==> config.mk <==
export PLATFORM = sky130hd
export DESIGN_NAME = fpu_ss_commit_buffer
export DESIGN_NICKNAME = d
export VERILOG_FILES = /design/src/rtl/fpu_ss_commit_buffer.sv
export SDC_FILE = /design/constraint.sdc
export NUM_CORES = 1
export LEC_CHECK = 0
export CAP_MARGIN = 25
export CORE_MARGIN = 3
export CORE_UTILIZATION = 50
export DETAILED_ROUTE_END_ITERATION = 8
export PLACE_DENSITY = 0.81
export SLEW_MARGIN = 40
export SYNTH_ARGS = -nofsm -noshare
export SYNTH_HDL_FRONTEND = slang
export SYNTH_SLANG_ARGS = --single-unit
==> constraint.sdc <==
create_clock -name clk_i -period 2.7 [get_ports clk_i]
set_clock_uncertainty 0.05 [all_clocks]
set_input_delay 0.405 -clock clk_i [delete_from_list [all_inputs] [get_ports clk_i]]
set_output_delay 0.405 -clock clk_i [all_outputs]
set_load 0.03 [all_outputs]
==> src/rtl/fpu_ss_commit_buffer.sv <==
`default_nettype none
// ============================================================================
// fpu_ss_commit_buffer
//   Holds accepted offloads in order until commit or kill, then releases
//   committed entries to the decoder and drops killed ones.
//   Payload layout: {rs2, rs1, rs0, instr_data, id, mode[1:0]}.
// Revision: 1.0
// ============================================================================
module fpu_ss_commit_buffer #(
    parameter  int unsigned DEPTH    = 4,
    parameter  int unsigned ID_WIDTH = 4,
    localparam int unsigned DATA_W   = 3*32 + 32 + ID_WIDTH + 2
) (
    input  logic                clk_i,
    input  logic                rst_ni,
    input  logic                in_valid_i,
    output logic                in_ready_o,
    input  logic [DATA_W-1:0]   in_data_i,
    input  logic                commit_valid_i,
    input  logic [ID_WIDTH-1:0] commit_id_i,
    input  logic                commit_kill_i,
    output logic                out_valid_o,
    input  logic                out_ready_i,
    output logic [DATA_W-1:0]   out_data_o,
    output logic                empty_o
);

    localparam int unsigned PTR_W = $clog2(DEPTH);
    localparam int unsigned CNT_W = $clog2(DEPTH + 1);

    logic [DATA_W-1:0] data_q [DEPTH];
    logic [DATA_W-1:0] data_d [DEPTH];
    logic [DEPTH-1:0]  valid_q, valid_d;
    logic [DEPTH-1:0]  comm_q, comm_d;
    logic [DEPTH-1:0]  kill_q, kill_d;
    logic [PTR_W-1:0]  wr_ptr_q, wr_ptr_d;
    logic [PTR_W-1:0]  rd_ptr_q, rd_ptr_d;
    logic [CNT_W-1:0]  count_q, count_d;

    logic push, pop, push_match;

    // Status outputs come from registered state only.
    assign in_ready_o  = (count_q < CNT_W'(DEPTH));
    assign empty_o     = (count_q == '0);
    assign out_valid_o = valid_q[rd_ptr_q] & comm_q[rd_ptr_q] & ~kill_q[rd_ptr_q];
    assign out_data_o  = data_q[rd_ptr_q];

    always_comb begin
        data_d     = data_q;
        valid_d    = valid_q;
        comm_d     = comm_q;
        kill_d     = kill_q;
        wr_ptr_d   = wr_ptr_q;
        rd_ptr_d   = rd_ptr_q;
        push       = in_valid_i & in_ready_o;
        pop        = valid_q[rd_ptr_q] & comm_q[rd_ptr_q]
                     & (kill_q[rd_ptr_q] | out_ready_i);
        push_match = commit_valid_i && (in_data_i[ID_WIDTH+1:2] == commit_id_i);

        // Only the first commit/kill for an id takes effect.
        for (int i = 0; i < DEPTH; i++) begin
            if (commit_valid_i && valid_q[i] && !comm_q[i]
                && (data_q[i][ID_WIDTH+1:2] == commit_id_i)) begin
                comm_d[i] = 1'b1;
                kill_d[i] = commit_kill_i;
            end
        end

        if (pop) begin
            valid_d[rd_ptr_q] = 1'b0;
            comm_d[rd_ptr_q]  = 1'b0;
            kill_d[rd_ptr_q]  = 1'b0;
            rd_ptr_d          = rd_ptr_q + PTR_W'(1);
        end

        if (push) begin
            data_d[wr_ptr_q]  = in_data_i;
            valid_d[wr_ptr_q] = 1'b1;
            comm_d[wr_ptr_q]  = push_match;
            kill_d[wr_ptr_q]  = push_match & commit_kill_i;
            wr_ptr_d          = wr_ptr_q + PTR_W'(1);
        end

        count_d = count_q + CNT_W'(push) - CNT_W'(pop);
    end

    always_ff @(posedge clk_i or negedge rst_ni) begin
        if (!rst_ni) begin
            for (int i = 0; i < DEPTH; i++) begin
                data_q[i] <= '0;
            end
            valid_q  <= '0;
            comm_q   <= '0;
            kill_q   <= '0;
            wr_ptr_q <= '0;
            rd_ptr_q <= '0;
            count_q  <= '0;
        end else begin
            data_q   <= data_d;
            valid_q  <= valid_d;
            comm_q   <= comm_d;
            kill_q   <= kill_d;
            wr_ptr_q <= wr_ptr_d;
            rd_ptr_q <= rd_ptr_d;
            count_q  <= count_d;
        end
    end

endmodule
`default_nettype wire

==> results of run 1 <==
## Yosys cell counts (all sizes together)
cell type / number / area (µm²)
nand2: 1630 / 6120
dfrtp: 555 / 13900
mux4: 135 / 3040
clkbuf: 97 / 364
buf: 54 / 272
xnor2: 17 / 149
ha: 10 / 125
inv: 10 / 37.5
a21o: 8 / 60.1
o22ai: 8 / 50.1
xor2: 7 / 61.3
mux2i: 6 / 60.1
nor2: 6 / 22.5
nor4: 5 / 31.3
and2: 4 / 25.0
nand3: 4 / 20.0
o21ai: 2 / 10.0
a21oi: 1 / 5.00
a221oi: 1 / 15.0
dlymetal6s2s: 1 / 12.5
fa: 1 / 20.0
nor2b: 1 / 6.26
nor3: 1 / 5.00
## worst max path at each step
stage	startpoint	end	slack (ps)	cells after the start
2_1_floorplan	rd_ptr_q[1]	count_q[2]	2	11
3_3_place_gp	rd_ptr_q[1]	count_q[2]	-20	10
3_5_place_dp	rd_ptr_q[1]	count_q[2]	-100	10
4_1_cts	rd_ptr_q[0]	out_data_o[97]	-130	4
5_1_grt	rd_ptr_q[1]	count_q[2]	-130	10
6_report	rd_ptr_q[0]	out_data_o[97]	-90	5
## stage by stage
| stage | cell area (µm²) | setup TNS (ps) |
|---|---|---|
| after floorplan | 24400 | 0 |
| after global placement | 28200 | -20.2 |
| after detailed placement | 28200 | -95.2 |
| after CTS | 31100 | -7790 |
| after global routing | 31200 | -9090 |
| final | 31200 | -2600 |
## cell type report
cell class              instances  area [µm²]  area share (%)
diodes                          4        10.0          0.0320
clock buffers                  77        1580            5.06
clock inverters                27         337            1.08
inverters                      10        40.0           0.128
multi-input cells            1847        9920            31.8
flip-flops and latches        555       13900            44.5
well taps                     615         769            2.46
repair buffers                382        4680            15.0
## layer usage
| layer | track usage (%) | up-vias |
|---|---|---|
| met1 | 36.5 | 10100 |
| met2 | 47.1 | 1167 |
| met3 | 7.22 | 236 |
| met5 | 0 | - |
| met4 | 13.3 | 6 |
| li1 | - | 8699 |
## worst max-delay path, cell delays in order, from the launching register on
cell and delay [ps]:
sky130_fd_sc_hd__dfrtp_4 580, sky130_fd_sc_hd__buf_12 190, sky130_fd_sc_hd__buf_6 120, sky130_fd_sc_hd__buf_16 130, sky130_fd_sc_hd__mux4_2 540, sky130_fd_sc_hd__buf_6 160
## report_power, final
| group | total (mW) | switching [mW] | internal [mW] |
|---|---|---|---|
| clock network | 8.11 | 3.35 | 4.77 |
| registers | 14.2 | 2.13 | 12.0 |
| logic | 21.5 | 11.7 | 9.83 |
| total | 43.8 | 17.2 | 26.6 |
## what timing repair did
| action | CTS | global route |
|---|---|---|
| pin swaps | 2 | 4 |
| hold buffers | 1 | 0 |
| setup buffers | 21 | 10 |
| cloned | 13 | 7 |
| endpoints found under the hold margin | 61 | 0 |
| resized for setup | 134 | 71 |
| endpoints found under the setup margin | 114 | 138 |
## state kept, by name, indices dropped and copies added, names as in the netlist
register  cells
data_q      536
kill_q        4
comm_q        4
count_q       3
wr_ptr_q      2
valid_q       4
rd_ptr_q      2
## cell families (layout without fill, tap and decap cells)
| kind of cell | after synthesis | after routing | share of synthesized area [%] |
|---|---|---|---|
| simple gates | 1651 | 1651 | 25.5 |
| flops | 555 | 555 | 56.9 |
| buf+inv | 162 | 496 | 2.81 |
| mux | 141 | 141 | 12.7 |
| xor+xnor | 24 | 24 | 0.862 |
| compound gates | 20 | 20 | 0.574 |
| fa+ha+maj | 11 | 11 | 0.595 |
| other cells | 0 | 4 | 0 |
==> flow_summary.json, run 1 <==
{
  "floorplan.die_area_mm2": 0.0515,
  "via_count_of_the_first_global_routing_pass": 21400,
  "fin_crit_ps": 2790,
  "syn_avg_cell_area_um2": 9.52,
  "worst_slew_margin_rel_pct": 41.3,
  "layout_commonest_cell": "sky130_fd_sc_hd__nand2_1",
  "grt_start_max_net_pins": 137,
  "synth_fp_nets": 2719,
  "initial_utilization_pct": 50.9,
  "post-route-util_pct": 65.2,
  "chipHeight_um": 227,
  "layout-drive-gt1-share_pct": 16.7,
  "initial_antenna_violation_count": 8,
  "post_synth_inst_count": 2564,
  "r2r_slack_ps": -20,
  "placement.setup.worst_slack_ps": -95.2,
  "layout_setup_ws_ps": -91.0,
  "worst-slew-pin-transition_ps": 880,
  "yosys_register_bits": 555,
  "worst_hold_startpoint": "in_data_i[106]",
  "power.static_leakage_nw": 15.9,
  "power.total_mw": 43.8,
  "globalRouteOverflowTotal": 0,
  "htree_levels": 2,
  "regToRegEndpoint": "count_q[2]",
  "synth-seq-area-share_pct": 56.9,
  "hold_slack_ps": 353,
  "wire_length_of_the_first_global_routing_pass_mm": 116,
  "power.ir.vdd_worst_mv": 0.881,
  "slew_viol_final": 0,
  "clock_net_sink_count": 555,
  "top_level_ports": 281,
  "worst-endpoint-required_ps": 2250,
  "max_freq_mhz": 358,
  "critPathLaunchType": "register",
  "critical_path_class": "reg2out",
  "hold-path-endpoint": "data_q[374]",
  "wirelength_mm": 75.1,
  "tritoncts.num_buffers": 56,
  "post_placement_cell_count": 3368,
  "detailed_place_hpwl_mm": 41.4,
  "timing.critical_path.arrival_ps": 2340,
  "met3RoutedLength_mm": 7.57,
  "final_hold_viol_count": 0,
  "floorplan.rows": 80,
  "detailedRoute.firstPassIterationCount": 6,
  "worstPathMaxFanout": 8,
  "top_library_cells_by_usage_in_the_layout_fill_and_taps_aside": "1626 x sky130_fd_sc_hd__nand2_1, 553 x sky130_fd_sc_hd__dfrtp_1, 144 x sky130_fd_sc_hd__clkdlybuf4s50_1, 135 x sky130_fd_sc_hd__mux4_2, 85 x sky130_fd_sc_hd__buf_6",
  "outcome": "complete, but fails checks",
  "worst_hold_path.num_cells": 3,
  "clockBufferDepth": 3,
  "cellPowerDensity_mw_per_mm2": 1400,
  "globalRouteTotalUtil_pct": 28.8,
  "coreArea_mm2": 0.0479,
  "synthToLayoutAreaGrowth_pct": 28.0,
  "n_fill_cell": 3341,
  "wl_met2_mm": 36.3,
  "finish.cell_count_without_fillers": 3517,
  "nets": 3007,
  "clock_latency_ps": 610,
  "top_layer_used": "met5",
  "gpl.final_weighted_congestion": 0.814,
  "portBuffers": 280,
  "clkTransAtPathRegs_ps": 60,
  "rr_worst_depth": 10,
  "vias": 20200,
  "violations_in_the_final_reports": "negative setup slack",
  "max_cap_violations": 0,
  "finalCritPeriodShare_pct": 103,
  "antenna_violating_nets_post_route": 0,
  "end_kind": "output port",
  "drt-vias-per-instance": 5.74,
  "drt_iter0_drc": 2012,
  "synth.cell_area_mm2": 0.0244,
  "wire_per_inst_um": 21.4,
  "final_count_of_negative_setup_slack_endpoints": 95,
  "drt-met1-wl_mm": 27.9,
  "yosysWarningCount": 0,
  "clock-root-buffer": "sky130_fd_sc_hd__clkbuf_16",
  "setup_repair_after_global_routing_missed_its_margin": "true",
  "drt_drc_violations_left": 0,
  "r2r-start": "rd_ptr_q[1]",
  "hp-class": "in2reg",
  "cts_tree": "yes",
  "yosysUniqueCellTypes": 27,
  "fp.dieW_um": 227
}
No activity file was read; power rests on OpenSTA's default activity.
==> inputs of run 2 (changes only) <==
--- a/config.mk
+++ b/config.mk
@@ -5,6 +5,7 @@
 export SDC_FILE = /design/constraint.sdc
 export NUM_CORES = 1
 export LEC_CHECK = 0
+export ABC_AREA = 0
 export CAP_MARGIN = 25
 export CORE_MARGIN = 3
 export CORE_UTILIZATION = 50
==> results of run 2 <==
Same layout as run 1: the final DEF is identical, and so are final timing and power.
